$ cat src/rtl/uart_pkg.sv
// Shared UART definitions: rx state encoding, default oversampling, parity helper.
// Used by both the receiver and the transmitter so framing stays compatible.
package uart_pkg;

    localparam int UART_OVERSAMPLE = 16;

    typedef enum logic [2:0] {
        RX_IDLE   = 3'd0,
        RX_START  = 3'd1,
        RX_DATA   = 3'd2,
        RX_PARITY = 3'd3,
        RX_STOP   = 3'd4,
        RX_BREAK  = 3'd5
    } rx_state_t;

    // Parity bit a transmitter appends so that the frame has the requested parity.
    function automatic logic parity_bit(input logic [7:0] dat, input logic even_mode);
        return even_mode ? ^dat : ~^dat;
    endfunction

endpackage

$ cat src/rtl/uart_rx_sampler.sv
// RX line conditioning: 2-FF synchroniser plus 3-sample majority vote.
// Latency: 2 clk_i to rx_sync; vote is combinational over the sample window.
// Backpressure: none, free-running; samples advance only on clk_en_i.
module uart_rx_sampler (
    input  logic clk_i,
    input  logic resetn_i,
    input  logic clk_en_i,
    input  logic uart_rx_i,
    output logic rx_sync,
    output logic bit_vote
);

    logic       sync_meta;
    logic [1:0] samp;

    always_ff @(posedge clk_i or negedge resetn_i) begin
        if (!resetn_i) begin
            sync_meta <= 1'b1;
            rx_sync   <= 1'b1;
            samp      <= 2'b11;
        end else begin
            sync_meta <= uart_rx_i;
            rx_sync   <= sync_meta;
            if (clk_en_i) begin
                samp <= {samp[0], rx_sync};
            end
        end
    end

    // Window is the two previous ticks plus the sample being taken on this tick,
    // so a decision made at tick MID+1 covers ticks MID-1, MID, MID+1.
    assign bit_vote = (samp[1] & samp[0]) | (samp[1] & rx_sync) | (samp[0] & rx_sync);

endmodule

$ cat src/rtl/uart_rx_op.sv
// UART receiver, 8N1 or 8E1/8O1, from a line oversampled by clk_en_i.
// Latency: 2 clk_i + (9|10)*OVERSAMPLE + MID + 2 ticks from start edge to valid_o.
// Backpressure: none; valid_o is a one-cycle pulse, data/flags hold until next frame.
module uart_rx_op
    import uart_pkg::*;
#(
    parameter logic VERIFY_ON   = 1'b0,
    parameter logic VERIFY_EVEN = 1'b0,
    parameter int   OVERSAMPLE  = UART_OVERSAMPLE
) (
    input  logic       clk_i,
    input  logic       resetn_i,
    input  logic       clk_en_i,
    input  logic       uart_rx_i,
    output logic [7:0] data_o,
    output logic       valid_o,
    output logic       parity_err_o,
    output logic       frame_err_o,
    output logic       uart_busy_o
);

    localparam int TW  = $clog2(OVERSAMPLE);
    localparam int MID = OVERSAMPLE / 2 - 1;

    rx_state_t       state_q, state_d;
    logic [TW-1:0]   tick_q, tick_d;
    logic [2:0]      bit_q, bit_d;
    logic [7:0]      shift_q, shift_d;
    logic            par_err_q, par_err_d;
    logic            busy_d;
    logic [7:0]      data_d;
    logic            valid_d, perr_d, ferr_d;
    logic            rx_sync, bit_vote;
    logic            tick_mid, tick_last;

    uart_rx_sampler u_sampler (
        .clk_i     (clk_i),
        .resetn_i  (resetn_i),
        .clk_en_i  (clk_en_i),
        .uart_rx_i (uart_rx_i),
        .rx_sync   (rx_sync),
        .bit_vote  (bit_vote)
    );

    assign tick_mid  = (tick_q == TW'(MID + 1));
    assign tick_last = (tick_q == TW'(OVERSAMPLE - 1));

    always_ff @(posedge clk_i or negedge resetn_i) begin
        if (!resetn_i) begin
            state_q      <= RX_IDLE;
            tick_q       <= '0;
            bit_q        <= '0;
            shift_q      <= '0;
            par_err_q    <= 1'b0;
            uart_busy_o  <= 1'b0;
            data_o       <= '0;
            valid_o      <= 1'b0;
            parity_err_o <= 1'b0;
            frame_err_o  <= 1'b0;
        end else begin
            state_q      <= state_d;
            tick_q       <= tick_d;
            bit_q        <= bit_d;
            shift_q      <= shift_d;
            par_err_q    <= par_err_d;
            uart_busy_o  <= busy_d;
            data_o       <= data_d;
            valid_o      <= valid_d;
            parity_err_o <= perr_d;
            frame_err_o  <= ferr_d;
        end
    end

    always_comb begin
        state_d   = state_q;
        tick_d    = tick_q;
        bit_d     = bit_q;
        shift_d   = shift_q;
        par_err_d = par_err_q;
        busy_d    = uart_busy_o;
        data_d    = data_o;
        valid_d   = 1'b0;
        perr_d    = parity_err_o;
        ferr_d    = frame_err_o;

        if (clk_en_i) begin
            tick_d = tick_last ? '0 : tick_q + 1'b1;
            unique case (state_q)
                RX_IDLE: begin
                    tick_d = '0;
                    if (!rx_sync) begin
                        state_d = RX_START;
                    end
                end
                RX_START: begin
                    if (tick_mid && bit_vote) begin
                        state_d = RX_IDLE;
                        tick_d  = '0;
                    end else begin
                        if (tick_mid) begin
                            busy_d = 1'b1;
                        end
                        if (tick_last) begin
                            state_d = RX_DATA;
                            bit_d   = '0;
                        end
                    end
                end
                RX_DATA: begin
                    if (tick_mid) begin
                        shift_d = {bit_vote, shift_q[7:1]};
                    end
                    if (tick_last) begin
                        bit_d = bit_q + 3'd1;
                        if (bit_q == 3'd7) begin
                            state_d = VERIFY_ON ? RX_PARITY : RX_STOP;
                        end
                    end
                end
                RX_PARITY: begin
                    if (tick_mid) begin
                        par_err_d = (parity_bit(shift_q, VERIFY_EVEN) != bit_vote);
                    end
                    if (tick_last) begin
                        state_d = RX_STOP;
                    end
                end
                RX_STOP: begin
                    if (tick_mid) begin
                        valid_d = 1'b1;
                        data_d  = shift_q;
                        perr_d  = VERIFY_ON ? par_err_q : 1'b0;
                        ferr_d  = !bit_vote;
                        tick_d  = '0;
                        // Leaving at mid-stop lets the next start edge be caught with no gap.
                        if (bit_vote) begin
                            state_d = RX_IDLE;
                            busy_d  = 1'b0;
                        end else begin
                            state_d = RX_BREAK;
                        end
                    end
                end
                RX_BREAK: begin
                    tick_d = '0;
                    if (rx_sync) begin
                        state_d = RX_IDLE;
                        busy_d  = 1'b0;
                    end
                end
                default: begin
                    state_d = RX_IDLE;
                    tick_d  = '0;
                    busy_d  = 1'b0;
                end
            endcase
        end
    end

endmodule
$ cat config.mk
export PLATFORM = sky130hd
export DESIGN_NAME = uart_rx_op
export DESIGN_NICKNAME = d
export VERILOG_FILES = /design/src/rtl/uart_pkg.sv /design/src/rtl/uart_rx_sampler.sv /design/src/rtl/uart_rx_op.sv
export SDC_FILE = /design/constraint.sdc
export NUM_CORES = 1
export LEC_CHECK = 0
export ABC_AREA = 1
export CORE_MARGIN = 2
export CORE_UTILIZATION = 40
export CTS_BUF_LIST = sky130_fd_sc_hd__clkbuf_4 sky130_fd_sc_hd__clkbuf_8 sky130_fd_sc_hd__clkbuf_16
export DETAILED_ROUTE_END_ITERATION = 12
export PLACE_DENSITY = 0.61
export SLEW_MARGIN = 10
export SYNTH_ARGS = -nofsm -noshare
export SYNTH_HDL_FRONTEND = slang
export SYNTH_SLANG_ARGS = --single-unit
$ cat constraint.sdc
create_clock -name clk_i -period 1.9 [get_ports clk_i]
set_input_delay 0.38 -clock clk_i [delete_from_list [all_inputs] [get_ports clk_i]]
set_output_delay 0.38 -clock clk_i [all_outputs]
set_load 0.01 [all_outputs]
==> results.txt, run 1 <==
- Clock tree synthesis found a total of 33 sinks.
- Critical-path maximum fanout: 4
- The H-tree was split into 2 levels.
* Nets in the synthesized netlist: 192
* Cts bufs inserted: 5
* Fraction of power consumed by the clock network: 31.6%
- The flow ran to the end, and the final reports show no timing, DRC or antenna violations.
- Residual DRC count: 0
- Global routing consumed, on the met2 layer, 23.1% of the routing resources.
- Flops & latches, synth: 33
- The initial utilization of the core area, before any placement, comes to 41.9%.
- Setup violations remaining at the end of the flow were counted as 0.
- After clock tree synthesis, the repair step resized 0 gates.
- Number of synthesis warnings: 0
- The endpoint identified for the worst register-to-register timing path is state_q[2]$_DFFE_PN0P_.
* Number of antenna violations at the first check in global routing: 0
* Largest net degree at the start of global routing: 34
* Ports placed on the boundary: 16
- The internal portion of the total power is 1460 uW.
- Req. time, crit path: 2.07 ns
- Relative to the synthesized area, the layout overhead comes to 19.8%.
- Tmin final: 1.60 ns
* Combined area of the multi-input logic cells: 603 um^2
* Library cell used as clock root buffer: sky130_fd_sc_hd__clkbuf_8
* Width of the die: 66.4 um
* Nets: 212
* Summed instance area of the synthesized netlist: 1560 um^2
- Registers take 831 um^2.
- Max IR drop VDD: 0.418 mV
* Number of buffers inserted by hold repair at cts: 0
- For this design the static power due to leakage is 0.000955 uW.
* Routed wire length: 2.83 mm
* Setup bufs post-CTS: 0
- Net switching share of the total power: 33.2%
* Core area: 3720 um^2
- DR vias: 1,192
- met2 is the most crowded layer.
- Final instance count without filler cells: 253
- Worst-case clock skew: 0.00534 ns
- For this run, the total global-route usage over all layers was measured as 15.0%.
* Kind of critical path: reg2reg
- Met1 usage: 19.5%
- The total overflow left after global routing is 0.
* Avg Synthesized Cell Area: 8.47 um^2
- Worst flop-to-flop path startpoint: tick_q[0]$_DFFE_PN0P_
- Post-route clock period utilization: 84.0%
- The number of different library cells used by synthesis comes to 22.
- The number of pins exceeding their max-slew limit in the final report is 0.
* CP arrival: 1.77 ns
* TNS Setup: 0 ns
* Ratio of cells with drive above 1 in the final layout: 14.1%
- Standard-cell rows: 22
- Using the TritonRoute via totals, the vias-per-cell ratio works out to 4.71.
* Fill count: 363
- During placement, the flow inserted port buffers numbering 14.
- The count of nets left with antenna violations once routing finished came out at 0.
- The cell count after synthesis came out at 184.
* Antenna Diode Count: 0
* Clock input transition at the sequential cells of the worst setup and hold paths: 0.07 ns
* TritonCTS clock tree: yes
* Maximum clock insertion buffer count: 2
- Type of destination of the critical path: register
* Number of cells on the worst hold path: 0
* Total net switching power: 725 uW
- Via count of the first global-routing pass: 1,124
* Terminating pin of the worst hold path: u_sampler.rx_sync$_DFF_PN1_
- OpenSTA, run right after detailed placement, puts the worst setup slack at 0.223 ns.
* Insertion delay of the later-clocked pin in the worst-skew pair: 0.28 ns
- Total placed instance area: 1750 um^2
- In the final routed layout, each cell accounts on average for 11.2 um.
- The congestion estimate from routability-driven global placement came to 0.854.
* Number of DRC violations after detailed-routing iteration 0: 73
* Post-route worst setup slack: 0.305 ns
- Setup repair after global routing missed its margin: false
* Hold path startpoint: u_sampler.sync_meta$_DFF_PN1_
- STA classifies the critical path startpoint as a register.
- The worst hold path belongs to the class reg2reg.
- For this design the ratio of total power to cell area is 1170 nW/um^2.
- Detail Placement HPWL: 2.02 mm
* Final non-filler cell area: 1870 um^2
- Share of the yosys chip area belonging to registers: 53.3%
* Die ar.: 4410 um^2
- In this run, placement finished with an instance count of 245.
- Highest attainable clock frequency: 0.627 GHz
- R2R setup slack: 0.30 ns
- Die Y-Extent: 66.4 um
* Relative contribution of combinational cells to total power: 28.2%
- Share of power burned in registers: 40.3%
* Global-route wire length before repair: 4.92 mm
- The count of endpoints failing hold in the final timing report was 0.
- The first detailed-routing pass ran for 4 iterations.
* Count of maximum capacitance violations: 0
- The number of cells on the worst reg-to-reg path is 11.
- Met3 global-route usage: 4.09%
## cell families (layout without fill, tap and decap cells)
group | count (synthesis) | in the layout | share of synthesized area (%)
and+or+nand+nor | 93 | 93 | 27.1
other | 1 | 1 | 0.241
buffers and inverters | 28 | 49 | 7.95
adders and majority gates | 4 | 4 | 3.21
AOI/OAI and AO/OA | 25 | 25 | 8.19
DFF | 33 | 33 | 53.3
## critical path, stage by stage, from the launching register on
cell and delay [ns]:
sky130_fd_sc_hd__dfrtp_1 0.40, sky130_fd_sc_hd__inv_1 0.09, sky130_fd_sc_hd__ha_1 0.19, sky130_fd_sc_hd__nand2_1 0.07, sky130_fd_sc_hd__nor2_2 0.15, sky130_fd_sc_hd__nand3_1 0.13
sky130_fd_sc_hd__nand2_2 0.13, sky130_fd_sc_hd__nand2_2 0.06, sky130_fd_sc_hd__nand2_2 0.09, sky130_fd_sc_hd__nand2_2 0.07, sky130_fd_sc_hd__nand2_1 0.06, sky130_fd_sc_hd__nand2_1 0.05
## registers in the layout, indices dropped and copies added (netlist names)
| register | count |
|---|---|
| bit_q | 3 |
| data_o | 8 |
| frame_err_o | 1 |
| shift_q | 8 |
| state_q | 3 |
| tick_q | 4 |
| u_sampler.rx_sync | 1 |
| u_sampler.samp | 2 |
| u_sampler.sync_meta | 1 |
| uart_busy_o | 1 |
| valid_o | 1 |
## Yosys cell counts
master                     count  share of area (%)
sky130_fd_sc_hd__nand2_1      47                 11
sky130_fd_sc_hd__dfrtp_1      29                 47
sky130_fd_sc_hd__inv_1        22                5.3
sky130_fd_sc_hd__nor2_1       16                3.9
sky130_fd_sc_hd__nand3_1      15                4.8
sky130_fd_sc_hd__o21ai_0      11                3.5
sky130_fd_sc_hd__a21oi_1       8                2.6
sky130_fd_sc_hd__nand2_2       6                2.4
sky130_fd_sc_hd__o21ai_1       5                1.6
sky130_fd_sc_hd__dfstp_2       4                6.7
sky130_fd_sc_hd__ha_1          4                3.2
sky130_fd_sc_hd__nor2_2        3                1.2
sky130_fd_sc_hd__buf_6         2                1.4
sky130_fd_sc_hd__inv_2         2               0.48
sky130_fd_sc_hd__nand3_2       2                1.3
sky130_fd_sc_hd__nand4_1       2               0.80
sky130_fd_sc_hd__a21o_1        1               0.48
sky130_fd_sc_hd__buf_4         1               0.48
sky130_fd_sc_hd__clkbuf_1      1               0.24
sky130_fd_sc_hd__conb_1        1               0.24
sky130_fd_sc_hd__nor3_1        1               0.32
sky130_fd_sc_hd__nor3_4        1                1.0
## worst max path at each step
stage,startpoint,endpoint,slack (ns)
after floorplan,tick_q[0]$_DFFE_PN0P_,state_q[1]$_DFFE_PN0P_,0.49
after global placement,clk_en_i,state_q[2]$_DFFE_PN0P_,0.27
after detailed placement,clk_en_i,state_q[2]$_DFFE_PN0P_,0.22
after CTS,tick_q[0]$_DFFE_PN0P_,state_q[2]$_DFFE_PN0P_,0.30
after global routing,tick_q[0]$_DFFE_PN0P_,state_q[2]$_DFFE_PN0P_,0.08
final,tick_q[0]$_DFFE_PN0P_,state_q[2]$_DFFE_PN0P_,0.30
## power groups by stage
stage	Sequential (uW)	Combinational, uW	Clock [uW]
after CTS	879	613	704
after global placement	883	591	0
final	880	615	690
after floorplan	881	448	0
after global routing	892	703	736
after detailed placement	891	610	0
## layout make-up
type / count / area share, %
Sequential cell: 33 / 44.5
Multi-Input combinational cell: 123 / 32.3
Timing Repair Buffer: 17 / 8.71
Clock buffer: 7 / 4.83
Inverter: 24 / 4.83
Tap cell: 48 / 3.22
Clock inverter: 1 / 1.61
## routing by layer
layer / part of all wire, % / routed length, um
met1: 49 / 1380
met2: 45 / 1280
met3: 4.4 / 125
met4: 1.6 / 46
met5: 0 / 0
## stage by stage
stage	total power [uW]	hold slack (ns)	utilization, %
5_1_grt	2330	0.367	50.2
4_1_cts	2200	0.362	50.2
6_report	2190	0.360	50.2
3_5_place_dp	1500	0.348	47.0
2_1_floorplan	1330	0.0844	-
3_3_place_gp	1470	0.348	47.0
## cell usage in the layout (no fill, tap or decap), drive strengths merged, types with 7 or more instances in the layout
| cell type | count |
|---|---|
| clkbuf | 7 |
| nand3 | 17 |
| o21ai | 16 |
| inv | 24 |
| dfrtp | 29 |
| a21oi | 8 |
| nand2 | 53 |
| nor2 | 19 |
| clkdlybuf4s50 | 14 |
(Power assumes the default switching activity.)
==> run 2, diff against run 1 <==
==> constraint.sdc (replaced) <==
create_clock -name clk_i -period 1.6 [get_ports clk_i]
set_input_delay 0.32 -clock clk_i [delete_from_list [all_inputs] [get_ports clk_i]]
set_output_delay 0.32 -clock clk_i [all_outputs]
set_load 0.01 [all_outputs]
==> run 2 against run 1 <==
Against the previous run:
- worst setup slack got worse by 0.21 ns
- via count increased by 1.7%
- worst hold slack lost 0.0035 ns
- first-iteration DRC count rose by 21%
- critical path depth stayed put
- clock power is 18% higher
- critical endpoint is now state_q[1]$_DFFE_PN0P_
- largest power group unchanged
- highest routed layer unchanged
==> results.txt, run 2 (synthesis gave the netlist of run 1 again) <==
* Number of antenna violations at the first check in global routing: 0 (unchanged)
* Static Leak: 0.000986 uW (+3.2%)
* Layout overhead on the synthesized area: 25.8%
- Library cell used as clock root buffer: sky130_fd_sc_hd__clkbuf_8
- Number of cells on the worst hold path: 0 (unchanged)
* Detail Route Antenna Nets: 0 (unchanged)
- The part of the total power dissipated in the clock network was 29.7% (-1.9 points).
- The startpoint identified for the worst register-to-register timing path is tick_q[1]$_DFFE_PN0P_.
* Type of destination of the critical path: register
- Detailed-routing wirelength on met1: 1.43 mm (+3.7%)
* First-pass iteration count of the detailed router: 4 (unchanged)
* Type of the tightest min-delay check: reg2reg
- WL met3: 135 um (+8.0%)
* Fill count: 359 (-1.1%)
- The initial cell density of the core was 41.9% (unchanged).
* Post-route clock period utilization: 94.2% (+10 points)
- Antenna Diode Count: 0 (unchanged)
- Met2 WL: 1.38 mm (+8.2%)
- The maximum net fanout on the critical path is 4 (unchanged).
- Detail Placement HPWL: 2.03 mm (+0.50%)
* Overall power after layout: 2750 uW (+26%)
- The peak clock frequency supported by timing is 0.663 GHz (+5.8%).
* Global-route wire length before repair: 5.11 mm (+3.8%)
- The final worst setup slack was 0.0926 ns (-0.212 ns).
- The DRC violation count after routing came to 0 (unchanged).
* Worst-case clock skew: 0.00739 ns (+0.00206 ns)
* Largest registers: data_o x8, shift_q x8, tick_q x4
* Relative contribution of combinational cells to total power: 32.6% (+4.4 points)
- Slowest Stage Delay on Critical Path: 0.38 ns (-0.02 ns)
- Die Y-Extent: 66.4 um (unchanged)
* Nets: 218 (+2.8%)
- The number of ports placed on the die boundary was 16 (unchanged).
- Power per standard cell area: 1400 nW/um^2 (+20%)
- TritonCTS clock tree: yes
* Insertion delay of the later-clocked pin in the worst-skew pair: 0.29 ns (about the same)
- Critical path startpoint category: register
* Net switching share of the total power: 34.0% (+0.80 points)
- Slowest stage cell on the critical path: sky130_fd_sc_hd__dfrtp_1
- Core area: 3720 um^2 (unchanged)
- Most common library cell in the layout ignoring fill and taps: sky130_fd_sc_hd__nand2_1
- The last weighted congestion value of the routability-driven placer is 0.849 (-0.55%).
* Hold Fails Final Rpt: 0 (unchanged)
- Clock sinks: 33 (unchanged)
- Total net switching power: 934 uW (+29%)
- Final Setup Violations: 0 (unchanged)
- The data required time of the worst path is 1.79 ns (-0.28 ns).
* Sequence of cells on the critical path: inv_1 > ha_4 > nand2_1 > nor2_2 > nand3_2 > nand2_4 > buf_4 > buf_4 > inv_1 > nand3_1 > nand2_1
- The overall overflow remaining after global route was 0 (unchanged).
* Share of power burned in registers: 37.7% (-2.6 points)
- The startpoint identified for the worst hold timing path is u_sampler.sync_meta$_DFF_PN1_.
- Per-cell routed wire length: 11.6 um (+3.8%)
- Max IR drop VDD: 0.517 mV (+24%)
- Combined area of the multi-input logic cells: 638 um^2 (+5.8%)
- Via count of the first global-routing pass: 1,174 (+4.4%)
- The number of buffers added to fix hold violations after cts is 0 (unchanged).
- Number of buffer cells added on primary ports: 14 (unchanged)
- The setup slack on the worst flop-to-flop path was 0.09 ns (-0.21 ns).
- Total count of max-transition violations in the final report: 0 (unchanged)
- The full die area was 4410 um^2 (unchanged).
- The maximum level of the CTS H-tree is 2 (unchanged).
- The total placed cells including tap cells was 245 (unchanged).
- The final critical delay including setup and external delays is 1.51 ns (-0.0877 ns).
* Total placed instance area: 1760 um^2 (+0.72%)
* Maximum clock insertion buffer count: 2 (unchanged)
- Outcome: complete, no violations
- Routed via count divided by cell count: 4.68 (-0.68%)
* Terminating pin of the worst hold path: u_sampler.rx_sync$_DFF_PN1_
- Routed wire length: 3.01 mm (+6.3%)
- The arrival time of data at the critical path endpoint was 1.69 ns (-0.08 ns).
- Routed signal wires occupy layers up through met4.
- The site row count is 22 (unchanged).
* Cts bufs inserted: 5 (unchanged)
- The worst setup path is of the reg2reg kind.
- The number of DRC markers after the initial detailed-route iteration was 88 (+21%).
* Post-Route Hold Slack: 0.357 ns (-0.00350 ns)
- Sequential cell area: 831 um^2 (unchanged)
* R2R cell count: 11 (unchanged)
- The combined global-route utilization of all metal layers came to 15.6% (+0.57 points).
- Ratio of cells with drive above 1 in the final layout: 19.0% (+4.8 points)
* Final non-filler cell area: 1960 um^2 (+5.0%)
* DR vias: 1,212 (+1.7%)
- The final cell count without fillers was 259 (+2.4%).
- The horizontal die dimension came to 66.4 um (unchanged).
- Leading cell types in the layout, fill and taps excluded: sky130_fd_sc_hd__nand2_1, sky130_fd_sc_hd__dfrtp_1, sky130_fd_sc_hd__inv_1
- Reg-to-reg critical path endpoint: state_q[1]$_DFFE_PN0P_
* Largest net degree at the start of global routing: 34 (unchanged)
* Worst slack at placement: -0.0347 ns (-0.258 ns)
- Clock input transition at the sequential cells of the worst setup and hold paths: 0.07 ns (about the same)
* Count of maximum capacitance violations: 0 (unchanged)
* Internal power contribution: 1810 uW (+24%)
==> run 2: what timing repair did <==
| action | CTS | global route |
|---|---|---|
| resized for setup | 1 | 7 |
| buffers inserted | 3 | 3 |
| pin swaps | 2 | 5 |
| endpoints found under the setup margin | 3 | 14 |
==> run 2: final cells by class <==
cell class | count | area share, %
tap | 48 | 3.07
timing repair buffer | 23 | 11.2
inverter | 24 | 4.60
sequential | 33 | 42.4
multi-input combinational | 123 | 32.6
clock inverter | 2 | 1.92
clock buffer | 6 | 4.21
==> run 2: power by group through the flow <==
stage	clock, uW	combinational, uW	sequential, uW
floorplan	0	532	1050
global placement	0	701	1050
finish	817	895	1040
detailed placement	0	730	1050
CTS	830	771	1030
global route	867	1020	1050
==> run 2: worst max-delay path: cells and delay by family (launching register included) <==
family / cells / cell delay [ns]
adder cells (fa/ha/maj): 1 / 0.15
AND/OR/NAND/NOR: 6 / 0.55
buffers and inverters: 4 / 0.32
flip-flops: 1 / 0.38
==> run 2: layer usage <==
| metal | up-vias | GRT usage [%] |
|---|---|---|
| met2 | 31 | 23.6 |
| li1 | 630 | - |
| met4 | 0 | 6.63 |
| met1 | 543 | 20.1 |
| met3 | 8 | 5.28 |
| met5 | - | 0 |
==> run 2: metrics by stage <==
stage                     setup TNS (ns)  util (%)
final                                  0      52.7
after global routing              -0.183      52.7
after global placement                 0      47.3
after floorplan                        0         -
after detailed placement         -0.0489      47.3
after CTS                              0      51.2
==> run 2: worst max path at each step <==
stage                          start                     end  slack (ns)
3_3_place_gp   tick_q[0]$_DFFE_PN0P_  state_q[1]$_DFFE_PN0P_        0.03
6_report       tick_q[1]$_DFFE_PN0P_  state_q[1]$_DFFE_PN0P_        0.09
3_5_place_dp                clk_en_i  state_q[0]$_DFFE_PN0P_       -0.03
5_1_grt        tick_q[0]$_DFFE_PN0P_  state_q[0]$_DFFE_PN0P_       -0.06
2_1_floorplan  tick_q[0]$_DFFE_PN0P_  state_q[1]$_DFFE_PN0P_        0.19
4_1_cts        tick_q[0]$_DFFE_PN0P_  state_q[0]$_DFFE_PN0P_        0.03
